$ cat src/rtl/game_pkg.sv
// Shared types and constants for the rhythm-game screen flow.
//   screen_state_t : screen sequence START -> COUNTDOWN -> PLAY (-> PAUSE) -> OVER
//   screen_flags_t : one-hot screen-select flags driven to the drawing logic
//   KEY_*          : USB HID keycodes of the keys the game reacts to
//   flags_of()     : maps a screen state to its screen-select flags
package game_pkg;

    typedef enum logic [2:0] {
        START     = 3'd0,
        COUNTDOWN = 3'd1,
        PLAY      = 3'd2,
        PAUSE     = 3'd3,
        OVER      = 3'd4
    } screen_state_t;

    localparam logic [7:0] KEY_SPACE = 8'h2C;
    localparam logic [7:0] KEY_ENTER = 8'h28;
    localparam logic [7:0] KEY_ESC   = 8'h29;

    typedef struct packed {
        logic start_screen;
        logic countdown_active;
        logic play_active;
        logic over_screen;
    } screen_flags_t;

    // PAUSE has no flag in this set; its flag is the separate paused output.
    function automatic screen_flags_t flags_of(input screen_state_t s);
        screen_flags_t f;
        f = 4'b0000;
        case (s)
            START:     f.start_screen     = 1'b1;
            COUNTDOWN: f.countdown_active = 1'b1;
            PLAY:      f.play_active      = 1'b1;
            PAUSE:     f = 4'b0000;
            OVER:      f.over_screen      = 1'b1;
            default:   f.start_screen     = 1'b1;
        endcase
        return f;
    endfunction

endpackage

$ cat src/rtl/key_edge_detect.sv
// Watches every keycode slot of the keyboard report for one keycode.
//   frame_clk : frame-rate clock
//   Reset_n   : synchronous active-low reset (clears key history)
//   keycode   : keyboard report, slot i = keycode[8i+7:8i]
//   present   : KEY is in at least one slot this frame
//   press     : KEY is present now but was not present last frame
module key_edge_detect
    import game_pkg::*;
#(
    parameter int         NUM_KEYS = 6,
    parameter logic [7:0] KEY      = KEY_SPACE
) (
    input  logic                  frame_clk,
    input  logic                  Reset_n,
    input  logic [8*NUM_KEYS-1:0] keycode,
    output logic                  present,
    output logic                  press
);

    logic present_s;
    logic present_q_r;

    // OR of slot matches: a code repeated in several slots is still one key.
    always_comb begin
        present_s = 1'b0;
        for (int i = 0; i < NUM_KEYS; i++) begin
            if (keycode[8*i +: 8] == KEY) begin
                present_s = 1'b1;
            end else begin
                present_s = present_s;
            end
        end
    end

    // Key history, one frame deep.
    always_ff @(posedge frame_clk) begin
        if (!Reset_n) begin
            present_q_r <= 1'b0;
        end else begin
            present_q_r <= present_s;
        end
    end

    assign present = present_s;
    assign press   = present_s & ~present_q_r;

endmodule

$ cat src/rtl/screen_sequencer.sv
// Game-flow controller, clocked once per video frame.
// Sequence: START -> COUNTDOWN -> PLAY -> OVER -> START.
// Optional macro GAME_PAUSE_EN adds a PAUSE state entered/left from PLAY
// with PAUSE_KEY; without it, paused is tied low and PAUSE_KEY is ignored.
// Ports:
//   frame_clk        : frame-rate clock, all state updates on rising edge
//   Reset_n          : synchronous active-low reset
//   keycode          : keyboard report, NUM_KEYS slots of 8 bits (00 = empty)
//   song_done        : song player reports the chart has ended
//   start_screen     : high in START
//   countdown_active : high in COUNTDOWN
//   play_active      : high in PLAY
//   over_screen      : high in OVER
//   paused           : high in PAUSE
//   text_blink       : prompt-text visibility in START/OVER, else 0
//   countdown_digit  : digit shown in COUNTDOWN, else 0
//   song_start       : one-frame pulse on entry to PLAY from COUNTDOWN
module screen_sequencer
    import game_pkg::*;
#(
    parameter int         NUM_KEYS       = 6,
    parameter int         FRAMES_PER_SEC = 60,
    parameter int         COUNTDOWN_SECS = 3,
    parameter int         BLINK_FRAMES   = 30,
    parameter logic [7:0] START_KEY      = KEY_SPACE,
    parameter logic [7:0] RESTART_KEY    = KEY_ENTER
`ifdef GAME_PAUSE_EN
    ,
    parameter logic [7:0] PAUSE_KEY      = KEY_ESC
`endif
) (
    input  logic                  frame_clk,
    input  logic                  Reset_n,
    input  logic [8*NUM_KEYS-1:0] keycode,
    input  logic                  song_done,
    output logic                  start_screen,
    output logic                  countdown_active,
    output logic                  play_active,
    output logic                  over_screen,
    output logic                  paused,
    output logic                  text_blink,
    output logic [3:0]            countdown_digit,
    output logic                  song_start
);

    // Widths hold the full count value so that no parameter choice overflows.
    localparam int FRAME_CNT_W = $clog2(FRAMES_PER_SEC + 1);
    localparam int BLINK_CNT_W = $clog2(BLINK_FRAMES + 1);

    localparam logic [FRAME_CNT_W-1:0] FRAME_ZERO  = {FRAME_CNT_W{1'b0}};
    localparam logic [FRAME_CNT_W-1:0] FRAME_ONE   = FRAME_CNT_W'(1);
    localparam logic [FRAME_CNT_W-1:0] FRAME_LAST  = FRAME_CNT_W'(FRAMES_PER_SEC - 1);
    localparam logic [BLINK_CNT_W-1:0] BLINK_ZERO  = {BLINK_CNT_W{1'b0}};
    localparam logic [BLINK_CNT_W-1:0] BLINK_ONE   = BLINK_CNT_W'(1);
    localparam logic [BLINK_CNT_W-1:0] BLINK_LAST  = BLINK_CNT_W'(BLINK_FRAMES - 1);
    localparam logic [3:0]             DIGIT_FIRST = 4'(COUNTDOWN_SECS);

    screen_state_t            state_r;
    screen_flags_t            flags_r;
    logic                     text_blink_r;
    logic [BLINK_CNT_W-1:0]   blink_cnt_r;
    logic [FRAME_CNT_W-1:0]   frame_cnt_r;
    logic [3:0]               digit_r;
    logic                     song_start_r;

    logic start_press_s;
    logic restart_press_s;
    logic start_present_unused_s;
    logic restart_present_unused_s;

    key_edge_detect #(
        .NUM_KEYS (NUM_KEYS),
        .KEY      (START_KEY)
    ) u_start_key (
        .frame_clk (frame_clk),
        .Reset_n   (Reset_n),
        .keycode   (keycode),
        .present   (start_present_unused_s),
        .press     (start_press_s)
    );

    key_edge_detect #(
        .NUM_KEYS (NUM_KEYS),
        .KEY      (RESTART_KEY)
    ) u_restart_key (
        .frame_clk (frame_clk),
        .Reset_n   (Reset_n),
        .keycode   (keycode),
        .present   (restart_present_unused_s),
        .press     (restart_press_s)
    );

`ifdef GAME_PAUSE_EN
    logic pause_press_s;
    logic pause_present_unused_s;
    logic paused_r;

    key_edge_detect #(
        .NUM_KEYS (NUM_KEYS),
        .KEY      (PAUSE_KEY)
    ) u_pause_key (
        .frame_clk (frame_clk),
        .Reset_n   (Reset_n),
        .keycode   (keycode),
        .present   (pause_present_unused_s),
        .press     (pause_press_s)
    );
`endif

    // Screen FSM with all outputs registered alongside the state.
    always_ff @(posedge frame_clk) begin
        if (!Reset_n) begin
            state_r      <= START;
            flags_r      <= flags_of(START);
            text_blink_r <= 1'b1;
            blink_cnt_r  <= BLINK_ZERO;
            frame_cnt_r  <= FRAME_ZERO;
            digit_r      <= 4'd0;
            song_start_r <= 1'b0;
`ifdef GAME_PAUSE_EN
            paused_r     <= 1'b0;
`endif
        end else begin
            song_start_r <= 1'b0;
            case (state_r)
                START: begin
                    if (start_press_s) begin
                        state_r      <= COUNTDOWN;
                        flags_r      <= flags_of(COUNTDOWN);
                        digit_r      <= DIGIT_FIRST;
                        frame_cnt_r  <= FRAME_ZERO;
                        text_blink_r <= 1'b0;
                        blink_cnt_r  <= BLINK_ZERO;
                    end else if (blink_cnt_r == BLINK_LAST) begin
                        blink_cnt_r  <= BLINK_ZERO;
                        text_blink_r <= ~text_blink_r;
                    end else begin
                        blink_cnt_r  <= blink_cnt_r + BLINK_ONE;
                    end
                end
                COUNTDOWN: begin
                    if (frame_cnt_r == FRAME_LAST) begin
                        frame_cnt_r <= FRAME_ZERO;
                        if (digit_r > 4'd1) begin
                            digit_r <= digit_r - 4'd1;
                        end else begin
                            // Last second elapsed: song starts on the first PLAY frame.
                            state_r      <= PLAY;
                            flags_r      <= flags_of(PLAY);
                            digit_r      <= 4'd0;
                            song_start_r <= 1'b1;
                        end
                    end else begin
                        frame_cnt_r <= frame_cnt_r + FRAME_ONE;
                    end
                end
                PLAY: begin
                    // End of song wins over any key event in the same frame.
                    if (song_done) begin
                        state_r      <= OVER;
                        flags_r      <= flags_of(OVER);
                        text_blink_r <= 1'b1;
                        blink_cnt_r  <= BLINK_ZERO;
                    end
`ifdef GAME_PAUSE_EN
                    else if (pause_press_s) begin
                        state_r  <= PAUSE;
                        flags_r  <= flags_of(PAUSE);
                        paused_r <= 1'b1;
                    end
`endif
                    else begin
                        state_r <= PLAY;
                    end
                end
                PAUSE: begin
`ifdef GAME_PAUSE_EN
                    // Resume without a song_start pulse; song_done is not looked at here.
                    if (pause_press_s) begin
                        state_r  <= PLAY;
                        flags_r  <= flags_of(PLAY);
                        paused_r <= 1'b0;
                    end else begin
                        state_r <= PAUSE;
                    end
`else
                    // Unreachable in this build; fall back to the start screen.
                    state_r      <= START;
                    flags_r      <= flags_of(START);
                    text_blink_r <= 1'b1;
                    blink_cnt_r  <= BLINK_ZERO;
                    digit_r      <= 4'd0;
`endif
                end
                OVER: begin
                    if (restart_press_s) begin
                        state_r      <= START;
                        flags_r      <= flags_of(START);
                        text_blink_r <= 1'b1;
                        blink_cnt_r  <= BLINK_ZERO;
                    end else if (blink_cnt_r == BLINK_LAST) begin
                        blink_cnt_r  <= BLINK_ZERO;
                        text_blink_r <= ~text_blink_r;
                    end else begin
                        blink_cnt_r  <= blink_cnt_r + BLINK_ONE;
                    end
                end
                default: begin
                    // Illegal encoding: recover to the start screen.
                    state_r      <= START;
                    flags_r      <= flags_of(START);
                    text_blink_r <= 1'b1;
                    blink_cnt_r  <= BLINK_ZERO;
                    frame_cnt_r  <= FRAME_ZERO;
                    digit_r      <= 4'd0;
`ifdef GAME_PAUSE_EN
                    paused_r     <= 1'b0;
`endif
                end
            endcase
        end
    end

    assign start_screen     = flags_r.start_screen;
    assign countdown_active = flags_r.countdown_active;
    assign play_active      = flags_r.play_active;
    assign over_screen      = flags_r.over_screen;
    assign text_blink       = text_blink_r;
    assign countdown_digit  = digit_r;
    assign song_start       = song_start_r;
`ifdef GAME_PAUSE_EN
    assign paused           = paused_r;
`else
    assign paused           = 1'b0;
`endif

endmodule

$ cat config.mk
export PLATFORM = sky130hd
export DESIGN_NAME = screen_sequencer
export DESIGN_NICKNAME = d
export VERILOG_FILES = /design/src/rtl/game_pkg.sv /design/src/rtl/key_edge_detect.sv /design/src/rtl/screen_sequencer.sv
export SDC_FILE = /design/constraint.sdc
export NUM_CORES = 1
export LEC_CHECK = 0
export ABC_CLOCK_PERIOD_IN_PS = 1900
export CAP_MARGIN = 15
export CORE_ASPECT_RATIO = 0.9
export CORE_UTILIZATION = 40
export CTS_CLUSTER_DIAMETER = 150
export DETAILED_ROUTE_END_ITERATION = 8
export PLACE_DENSITY = 0.76
export SLEW_MARGIN = 15
export SYNTH_ARGS = -nofsm -noshare
export SYNTH_HDL_FRONTEND = slang
export SYNTH_SLANG_ARGS = --single-unit
$ cat constraint.sdc
create_clock -name frame_clk -period 1.9 [get_ports frame_clk]
set_clock_uncertainty 0.15 [all_clocks]
set_input_delay 0.475 -clock frame_clk [delete_from_list [all_inputs] [get_ports frame_clk]]
set_output_delay 0.475 -clock frame_clk [all_outputs]
set_load 0.02 [all_outputs]
==> flow_metrics.env <==
export IMPL_outcome="finished with violations"
export IMPL_failed_checks="setup timing"
export IMPL_design_area_sq_um=2880
export IMPL_rows=21
export IMPL_crit_path_max_fanout=4
export IMPL_timing_hold_ws_ns=0.345
export IMPL_globalplace_congestion=0.843
export IMPL_slew_viol_final=0
export IMPL_syn_area_sq_um=1660
export IMPL_yosys_warnings=0
export IMPL_synthTopCellsByArea="dfxtp_1, nor4b_2, nand2_1"
export IMPL_synth_top_cell_area_share=0.313
export IMPL_ys_seq_area_frac=0.313
export IMPL_cp_required_ns=1.90
export IMPL_cap_violations=0
export IMPL_cts_root_buf="clkbuf_8"
export IMPL_core_sq_um=3840
export IMPL_yosysMostFrequentCell="dfxtp_1"
export IMPL_cts_htree_levels=1
export IMPL_instances_no_fill=350
export IMPL_insertion_delay_ns=0.28
export IMPL_wl_per_cell_um=15.0
export IMPL_grt_setup_unrepaired="yes"
export IMPL_hold_class="flop to flop"
export IMPL_cts_tree="built"
export IMPL_synthDistinctLibCells=61
export IMPL_start_util=0.433
export IMPL_cts_buffers=3
export IMPL_cp_end_kind="flop"
export IMPL_overflow=0
export IMPL_die_x_um=70.0
export IMPL_async_flop_share=0
export IMPL_start_kind="flop"
export IMPL_setup_viol=18
export IMPL_dr_pass1_iters=4
export IMPL_drc=0
export IMPL_num_vias=1921
export IMPL_fp_dieH_um=63.2
export IMPL_whs_endpoint="play_active"
export IMPL_ant_nets=0
export IMPL_routed_wl_um=5260
export IMPL_pre_cts_slack_ns=-0.710
export IMPL_syn_avg_cell_area_sq_um=8.62
export IMPL_min_period_ns=2.07
export IMPL_gr_usage_all_layers=0.238
export IMPL_synth_common_cells="dfxtp_1, nand2_1, nor2_1"
export IMPL_reg2reg_to="text_blink"
export IMPL_area_growth_synth_to_final_pct=73.4
export IMPL_fin_crit_sh=1.09
export IMPL_ys_seq_elements=26
export IMPL_dp_cells=334
export IMPL_clk_pin_slew_ns=0.10
export IMPL_vias_per_cell=5.49
export IMPL_clk_path_buf_depth=2
export IMPL_synth_ff_type="dfxtp_1"
export IMPL_antenna_found_initial=0
export IMPL_reg2reg_from="frame_cnt_r[1]"
export IMPL_power_mw=3.46
export IMPL_synthCells=193
export IMPL_grt_max_degree=16
export IMPL_setup_ws_ns=-0.175
export IMPL_ir_worst_vdd_mv=1.06
export IMPL_cp_data_arrival_time_ns=2.08
export IMPL_ff2ff_path_depth=8
export IMPL_criticalPathCategory="flop to flop"
export IMPL_cellPowerDensity_nw_per_um2=1200
export IMPL_drive_gt1_frac=0.431
export IMPL_finalHoldViolations=0
export IMPL_min_from="play_active"
export IMPL_reg2reg_slack_ns=-0.17
export IMPL_finalSetupTns_ns=-1.05
export IMPL_grt_pass1_wl_um=8540
export IMPL_p_leak_nw=1.28
export IMPL_synth_edf_count=0
export IMPL_place_area_sq_um=2640
export IMPL_diodes=0
export IMPL_yosys_area_top_type="dfxtp_1"
export IMPL_fin_nets=361
export IMPL_io_pins=62
export IMPL_utilization=0.752
export IMPL_port_buffers=60
export IMPL_max_freq_ghz=0.482
export IMPL_drt_iter0_markers=105
export IMPL_die_area_sq_um=4420
export IMPL_synth_net_count=249
export IMPL_cts_sinks=26
export IMPL_first_global_vias=1888
export IMPL_hold_path_depth=2
export IMPL_dp_hpwl_um=3650
## kinds of logic (layout without fill, tap and decap cells)
group           after synthesis  count (layout)  share of synthesized area
compound gates               48              48                      0.233
buf+inv                      13             124                     0.0376
simple gates                 98              98                      0.366
fa+ha+maj                     5               5                     0.0376
flops                        26              26                      0.313
other cells                   1               1                    0.00226
xor+xnor                      2               2                     0.0105
## report_power, final
part / total [mW] / leakage [nW] / internal, mW / switching, mW
Clock: 0.376 / 0.0288 / 0.186 / 0.190
Sequential: 0.789 / 0.214 / 0.673 / 0.116
Combinational: 2.30 / 1.04 / 1.20 / 1.09
## cell type report
class / instances / area [sq um]
multi-input cells: 154 / 1300
repair buffers: 114 / 917
flip-flops and latches: 26 / 531
clock buffers: 4 / 55.1
inverters: 6 / 22.5
fillers: 283 / 952
well taps: 46 / 57.6
## worst max-delay path, stage by stage, from the launching register on
cell      delay [ns]
dfxtp_2         0.36
ha_4            0.13
nand4_1         0.11
or2_4           0.27
nand2_2         0.08
nand2_4         0.07
a311o_2         0.41
nor3_2          0.24
o311ai_1        0.12
## state kept, by name (all words and copies together) (netlist names)
signal and count:
state_r 3, song_start 1, countdown_digit 4, countdown_active 1, frame_cnt_r 6, over_screen 1
play_active 1, u_restart_key.present_q_r 1, blink_cnt_r 5, u_start_key.present_q_r 1, text_blink 1, start_screen 1
## worst max-delay path by stage
stage	end	from	depth (start not counted)
after floorplan	start_screen	keycode[44]	7
after global placement	countdown_digit[2]	keycode[44]	9
after detailed placement	start_screen	keycode[44]	8
after CTS	text_blink	countdown_digit[1]	9
after global routing	text_blink	frame_cnt_r[1]	8
final	text_blink	frame_cnt_r[1]	8
## layer usage
layer | vias to the layer above | part of all wire | GRT usage
met5 | - | 0 | 0
met4 | 0 | 0.017 | 0.100
met3 | 8 | 0.033 | 0.0432
met2 | 47 | 0.49 | 0.399
met1 | 906 | 0.46 | 0.298
li1 | 960 | - | -
## placed cells by master (no fill, tap or decap), types with 3 or more instances in the layout
cell              n
clkdlybuf4s15_1   6
o211ai_1          3
buf_2            11
ha_1              3
nor2_2            5
buf_4            50
nand4_1          10
nand2_1          20
inv_1             4
dfxtp_1          20
clkbuf_2          5
buf_6             9
clkbuf_8          4
and2_1            3
o21ai_2           3
dfxtp_2           5
nor4b_2           3
nor4b_4           6
nor2_1           11
clkdlybuf4s50_1   6
o21ai_0           5
nand2_2           3
nor3_1            4
nand3_1           6
o211a_1           3
dlygate4sd2_1    26
nor2b_1           3
nand4b_1          5
a21oi_1           3
o21a_1            4
## what timing repair did
| item | 4_1_cts | 5_1_grt |
|---|---|---|
| pin swaps | 21 | 14 |
| endpoints found under the setup margin | 26 | 22 |
| gates resized for setup | 143 | 24 |
| hold buffers | 0 | 0 |
| buffers inserted | 8 | 5 |
| hold endpoints to repair | 0 | 0 |
Note: power is estimated with default switching activity, not from simulation.
==> patch 1, RTL diff (config.mk and constraints unchanged) <==
The 5 states of `screen_state_t` get a Gray code encoding in 3 bits.
--- a/src/rtl/game_pkg.sv
+++ b/src/rtl/game_pkg.sv
@@ -8,7 +8,7 @@
     typedef enum logic [2:0] {
-        START     = 3'd0,
-        COUNTDOWN = 3'd1,
-        PLAY      = 3'd2,
-        PAUSE     = 3'd3,
-        OVER      = 3'd4
+        START     = 3'b000,
+        COUNTDOWN = 3'b001,
+        PLAY      = 3'b011,
+        PAUSE     = 3'b010,
+        OVER      = 3'b110
     } screen_state_t;
Check against the original RTL: no difference found for any inputs over 10 cycles, from zero or initial values and one cycle with Reset_n low; not proved beyond that.
==> patch 1 against the unedited design <==
The flow still finishes with violations (setup timing); setup slack got worse by 490 ps; register-to-register slack worse by 300 ps; sequential cell count unchanged; synthesized cell count is 1.0% lower; routed wire length rose by 13%; critical endpoint is now countdown_active; largest cell class unchanged; cell area rose by 1.5%; synthesized area shrank 5.4%.
Power is not compared: it rests on default switching activity, and its combinational part moved more than twofold at a synthesized area within 25%.
==> patch 1: results (changes against the unedited design) <==
- The flow ran to the end, but the final reports show violations.
- Failing checks: setup timing
- The worst hold path stage count came to 1 (-1).
- The synthesized netlist net count came to 247 (-0.80%).
- The maximum count of clock buffers along a single path came to 2 (unchanged).
- Global-route wire length before repair: 8850 um (+3.6%)
- Final count of pins violating max slew: 0 (unchanged)
- The filler cell count in the final layout is 233 (-18%).
* Capture endpoint of the worst hold path: frame_cnt_r[4]
- Cell total after placement: 332 (-0.60%)
- At the later pin of the worst-skew pair, clock insertion delay measures just under 300 ps.
- The filler-free cell count of the finished design is 348 (-0.57%).
* Clock Root Buffer: clkbuf_8
- The number of port buffers came to 60 (unchanged).
- First-pass iteration count of the detailed router: 4 (unchanged)
* Delay of the slowest cell on the worst path: 530 ps (+120 ps)
- Area contributors post-synth: dfxtp_1, nor2_1, o21ai_0
- The most critical setup path has its startpoint at keycode[20].
- The sequential fraction of the synthesis area came to 0.331 (+0.0179).
* Count of H-tree levels built during CTS: 1 (unchanged)
- RR Startpoint: state_r[1]
- Top cells by instance count after synthesis: dfxtp_1, nor2_1, nand2_1
* Hold Path Origin: frame_cnt_r[4]
* Final worst slack: -664 ps (-490 ps)
- DRT Wirelength: 5950 um (+13%)
- The final net count is 359 (-0.55%).
- The critical path arrival is 2630 ps (+550 ps).
- Register bank with the most flops: frame_cnt_r
- The CTS buffer count was 3 (unchanged).
* Routability cong.: 0.827 (-1.9%)
* RR Endpoint: blink_cnt_r[2]
* Net switching component of the power: between 300 and 400 uW
- Pin count of the biggest net entering global routing: 16 (unchanged)
* Cell depth of the worst flop-to-flop path: 7 (-1)
- Grouping stages by cell kind, the critical path spends the most delay in simple AND/OR/NAND/NOR gates.
- The tightest min-delay check is of the flop to flop type.
* Register-to-register setup slack: -470 ps (-300 ps)
* Worst Path Max Fanout: 3 (-1)
* Placed wire-length estimate after detailed placement: 3740 um (+2.5%)
- Antenna Cells: 0 (unchanged)
* Final-report setup violation count: 23 (+5)
* Count of mapped cells out of synthesis: 191 (-1.0%)
* Warning count from the yosys run: 0 (unchanged)
- The total global routing track utilization was 0.290 (+0.0520).
* Post-synth top flop: dfxtp_1
* Worst setup timing slack at the placement stage: -1280 ps (-574 ps)
* Clock transition at the register clock pins on the worst setup and hold paths after CTS: about 90 ps
* Vias/cell: 5.62 (+2.5%)
* Slowest CP cell: or4b_4
- The worst-case IR drop observed on VDD is between 300 and 400 uV.
- Antenna violations before repair: 0 (unchanged)
- Iteration-0 DRC Markers: 110 (+4.8%)
- FFs w/ async S/R, synth: 0 (unchanged)
- Post-synthesis cell type count: 45 (-26%)
* Number of global-route vias before repair: 1995 (+5.7%)
* Flip-flop count of the largest register after layout: 6 (unchanged)
* Leakage: ~0.0013 uW
* Fraction of layout instances using a drive strength above 1: 0.430 (-0.000457)
patch 1: stage by stage:
| stage | area [um^2] | util | hold WS, ps | TNS, ps | power, uW |
|---|---|---|---|---|---|
| 6_report | 2930 | 0.784 | 323 | -11760 | 1380 |
| 5_1_grt | 2930 | 0.784 | 346 | -13180 | 1420 |
| 4_1_cts | 2870 | 0.770 | 325 | -11740 | 1350 |
| 3_5_place_dp | 2550 | 0.683 | 309 | -25710 | 869 |
| 3_3_place_gp | 2550 | 0.683 | 300 | -25540 | 859 |
| 2_1_floorplan | 1610 | - | 281 | -11110 | 685 |
patch 1: kinds of logic after synthesis:
| logic type | Yosys count | synth area share |
|---|---|---|
| compound gates | 50 | 0.230 |
| mux | 2 | 0.0127 |
| other cells | 1 | 0.00238 |
| xor+xnor | 1 | 0.00557 |
| fa+ha+maj | 5 | 0.0398 |
| simple gates | 89 | 0.336 |
| flops | 26 | 0.331 |
| buf+inv | 17 | 0.0430 |
patch 1: worst reg2reg max path: cells and delay by family, from the launching register on:
kind | cells | cell delay [ps]
AOI/OAI and AO/OA | 3 | 780
buffers and inverters | 1 | 150
DFF | 1 | 410
and+or+nand+nor | 3 | 820
patch 1: per-layer routing:
| layer | wire length [um] | global-route usage |
|---|---|---|
| met5 | 0 | 0 |
| met4 | 148 | 0.140 |
| met3 | 322 | 0.0574 |
| met2 | 3250 | 0.546 |
| met1 | 2230 | 0.308 |
patch 1: how the worst max path moves through the flow:
stage / to / slack, ps
after floorplan: countdown_digit[3] / -800
after CTS: countdown_active / -670
after detailed placement: countdown_digit[2] / -1280
after global placement: countdown_digit[3] / -1330
final: countdown_active / -660
after global routing: countdown_digit[3] / -710
patch 1: cell type report:
class,count,share of cell area
Inverter,10,0.0128
Clock buffer,3,0.0141
Tap cell,46,0.0197
Clock inverter,1,0.0103
Timing Repair Buffer,114,0.333
Multi-Input combinational cell,148,0.432
Sequential cell,26,0.178
patch 1: power by group through the flow:
stage | Clock (uW) | Combinational, uW | Sequential (uW)
floorplan | 0 | 91.2 | 594
global placement | 0 | 275 | 585
detailed placement | 0 | 284 | 585
CTS | 475 | 304 | 572
global route | 510 | 339 | 575
finish | 484 | 318 | 573
patch 1: repair_timing:
item,in CTS,in global routing
cloned,0,0
gates resized for setup,163,21
endpoints found under the setup margin,30,28
pin swaps,44,10
buffers inserted,16,0
==> patch 2, RTL diff (same settings) <==
Without the edit above. Set the parameter `BLINK_FRAMES` to 60 (it was 30).
--- a/src/rtl/screen_sequencer.sv
+++ b/src/rtl/screen_sequencer.sv
@@ -23,3 +23,3 @@
     parameter int         COUNTDOWN_SECS = 3,
-    parameter int         BLINK_FRAMES   = 30,
+    parameter int         BLINK_FRAMES   = 60,
     parameter logic [7:0] START_KEY      = KEY_SPACE,
Formal check against the unedited RTL: same outputs for any inputs over 10 cycles, from zero or initial values and one cycle with Reset_n low; that may be too few to reach the edited logic, so the function may still have changed.
==> patch 2 against the unedited design <==
Largest cell class unchanged; the run still ends with setup timing left; setup slack worse by 320 ps; cell count decreased by 1.4%; synthesized area decreased by 5.6%; global-route usage grew 1.4 points; core utilization is 1.5 points lower; sequential cell count rose by 1; power down 25%; hold slack got worse by 21 ps; routed wire length rose by 0.11%; cell area decreased by 4.6%.
==> patch 2: results (changes against the unedited design) <==
- Status: finished, violations left
- The checks that failed: setup timing.
- The switching portion of total power was 0.405 (+0.000456).
- The delay contributed by the slowest stage of the critical path was 540 ps (+130 ps).
- Placed wire-length estimate after detailed placement: 3330 um (-8.9%)
- Via Count: 1916 (-0.26%)
* Average wire per standard cell: 15.3 um (+1.6%)
* Final-report setup violation count: 24 (+6)
- Worst setup timing slack at the placement stage: -1050 ps (-341 ps)
- The sequential fraction of the synthesis area came to 0.344 (+0.0312).
- Top cells by instance count after synthesis: nor2_1, dfxtp_1, nand2_1
* Post-synthesis cell type count: 47 (-23%)
- The final total negative setup slack was -8430 ps (-7380 ps).
- Cell total after placement: 328 (-1.8%)
* Total CTS buffers: 3 (unchanged)
- The static leakage is 0.00114 uW (-11%).
- Among all stages on the critical path, the largest delay is contributed by or4b_4.
- Arrival time at the worst endpoint: 2450 ps (+370 ps)
- The routability congestion estimate from global placement is 0.807 (-4.3%).
- Fraction of layout instances using a drive strength above 1: 0.304 (-0.127)
* Iteration-0 DRC Markers: 74 (-30%)
* Worst Path Max Fanout: 7 (+3)
* Number of global-route vias before repair: 1775 (-6.0%)
- The portion of synthesized cell area occupied by the leading cell type is 0.344 (+0.0312).
- Max IR drop VDD: 454 uV (-57%)
- Final worst slack: -490 ps (-316 ps)
- The global-route wire length before repair came to 7890 um (-7.6%).
- Global routing usage summed across all routing layers: 0.252 (+0.0142)
- The synthesized netlist net count is 256 (+2.8%).
* Area contributors post-synth: dfxtp_1, nor2_1, nand2_1
* Number of nets in the finished design: 355 (-1.7%)
* Final cell count without fillers: 345 (-1.4%)
## patch 2: power by group through the flow
| stage | clock [uW] | sequential (uW) | combinational, uW |
|---|---|---|---|
| floorplan | 0 | 780 | 626 |
| global placement | 0 | 719 | 1150 |
| detailed placement | 0 | 722 | 1160 |
| CTS | 337 | 710 | 1340 |
| global route | 360 | 724 | 1680 |
| finish | 331 | 712 | 1560 |
## patch 2: per-layer routing
metal / global-route usage / share of wire / up-vias
li1: - / - / 953
met1: 0.301 / 0.44 / 886
met2: 0.454 / 0.49 / 64
met3: 0.0556 / 0.048 / 13
met4: 0.0685 / 0.024 / 0
met5: 0 / 0 / -
## patch 2: per-stage QoR
stage	utilization	instance area, um^2
after floorplan	-	1580
after global placement	0.644	2400
after detailed placement	0.644	2400
after CTS	0.713	2660
after global routing	0.737	2750
final	0.737	2750
## patch 2: repair_timing
item,4_1_cts,5_1_grt
setup buffers,7,4
setup endpoints to repair,31,25
pin swaps,39,19
hold endpoints to repair,0,0
cloned,2,0
gates resized for setup,118,24
## patch 2: cell families after synthesis
family | share of synthesized area
buf+inv | 0.0382
compound gates | 0.226
xor+xnor | 0.00558
simple gates | 0.352
fa+ha+maj | 0.0319
other cells | 0.00239
flops | 0.344
## patch 2: path summary, 6_finish.rpt
check	start	end	slack (ps)	depth (start not counted)
worst min-delay path	play_active	play_active	320	2
worst max-delay path	keycode[44]	state_r[0]	-490	10
worst min register to register	play_active	play_active	320	2
worst max register to register	state_r[1]	state_r[0]	-270	8
## patch 2: cell type report
class                   count  area, um^2
repair buffers             96         836
clock inverters             1        5.00
multi-input cells         163        1240
well taps                  46        57.6
flip-flops and latches     27         541
inverters                   9        33.8
clock buffers               3        41.3
fillers                   278         981
## patch 2: worst reg2reg max path, delay by kind of cell, from the launching register on
kind                   cells  cell delay, ps
DFF                        1             330
buffers and inverters      3             410
AOI/OAI and AO/OA          1             290
and+or+nand+nor            4             890
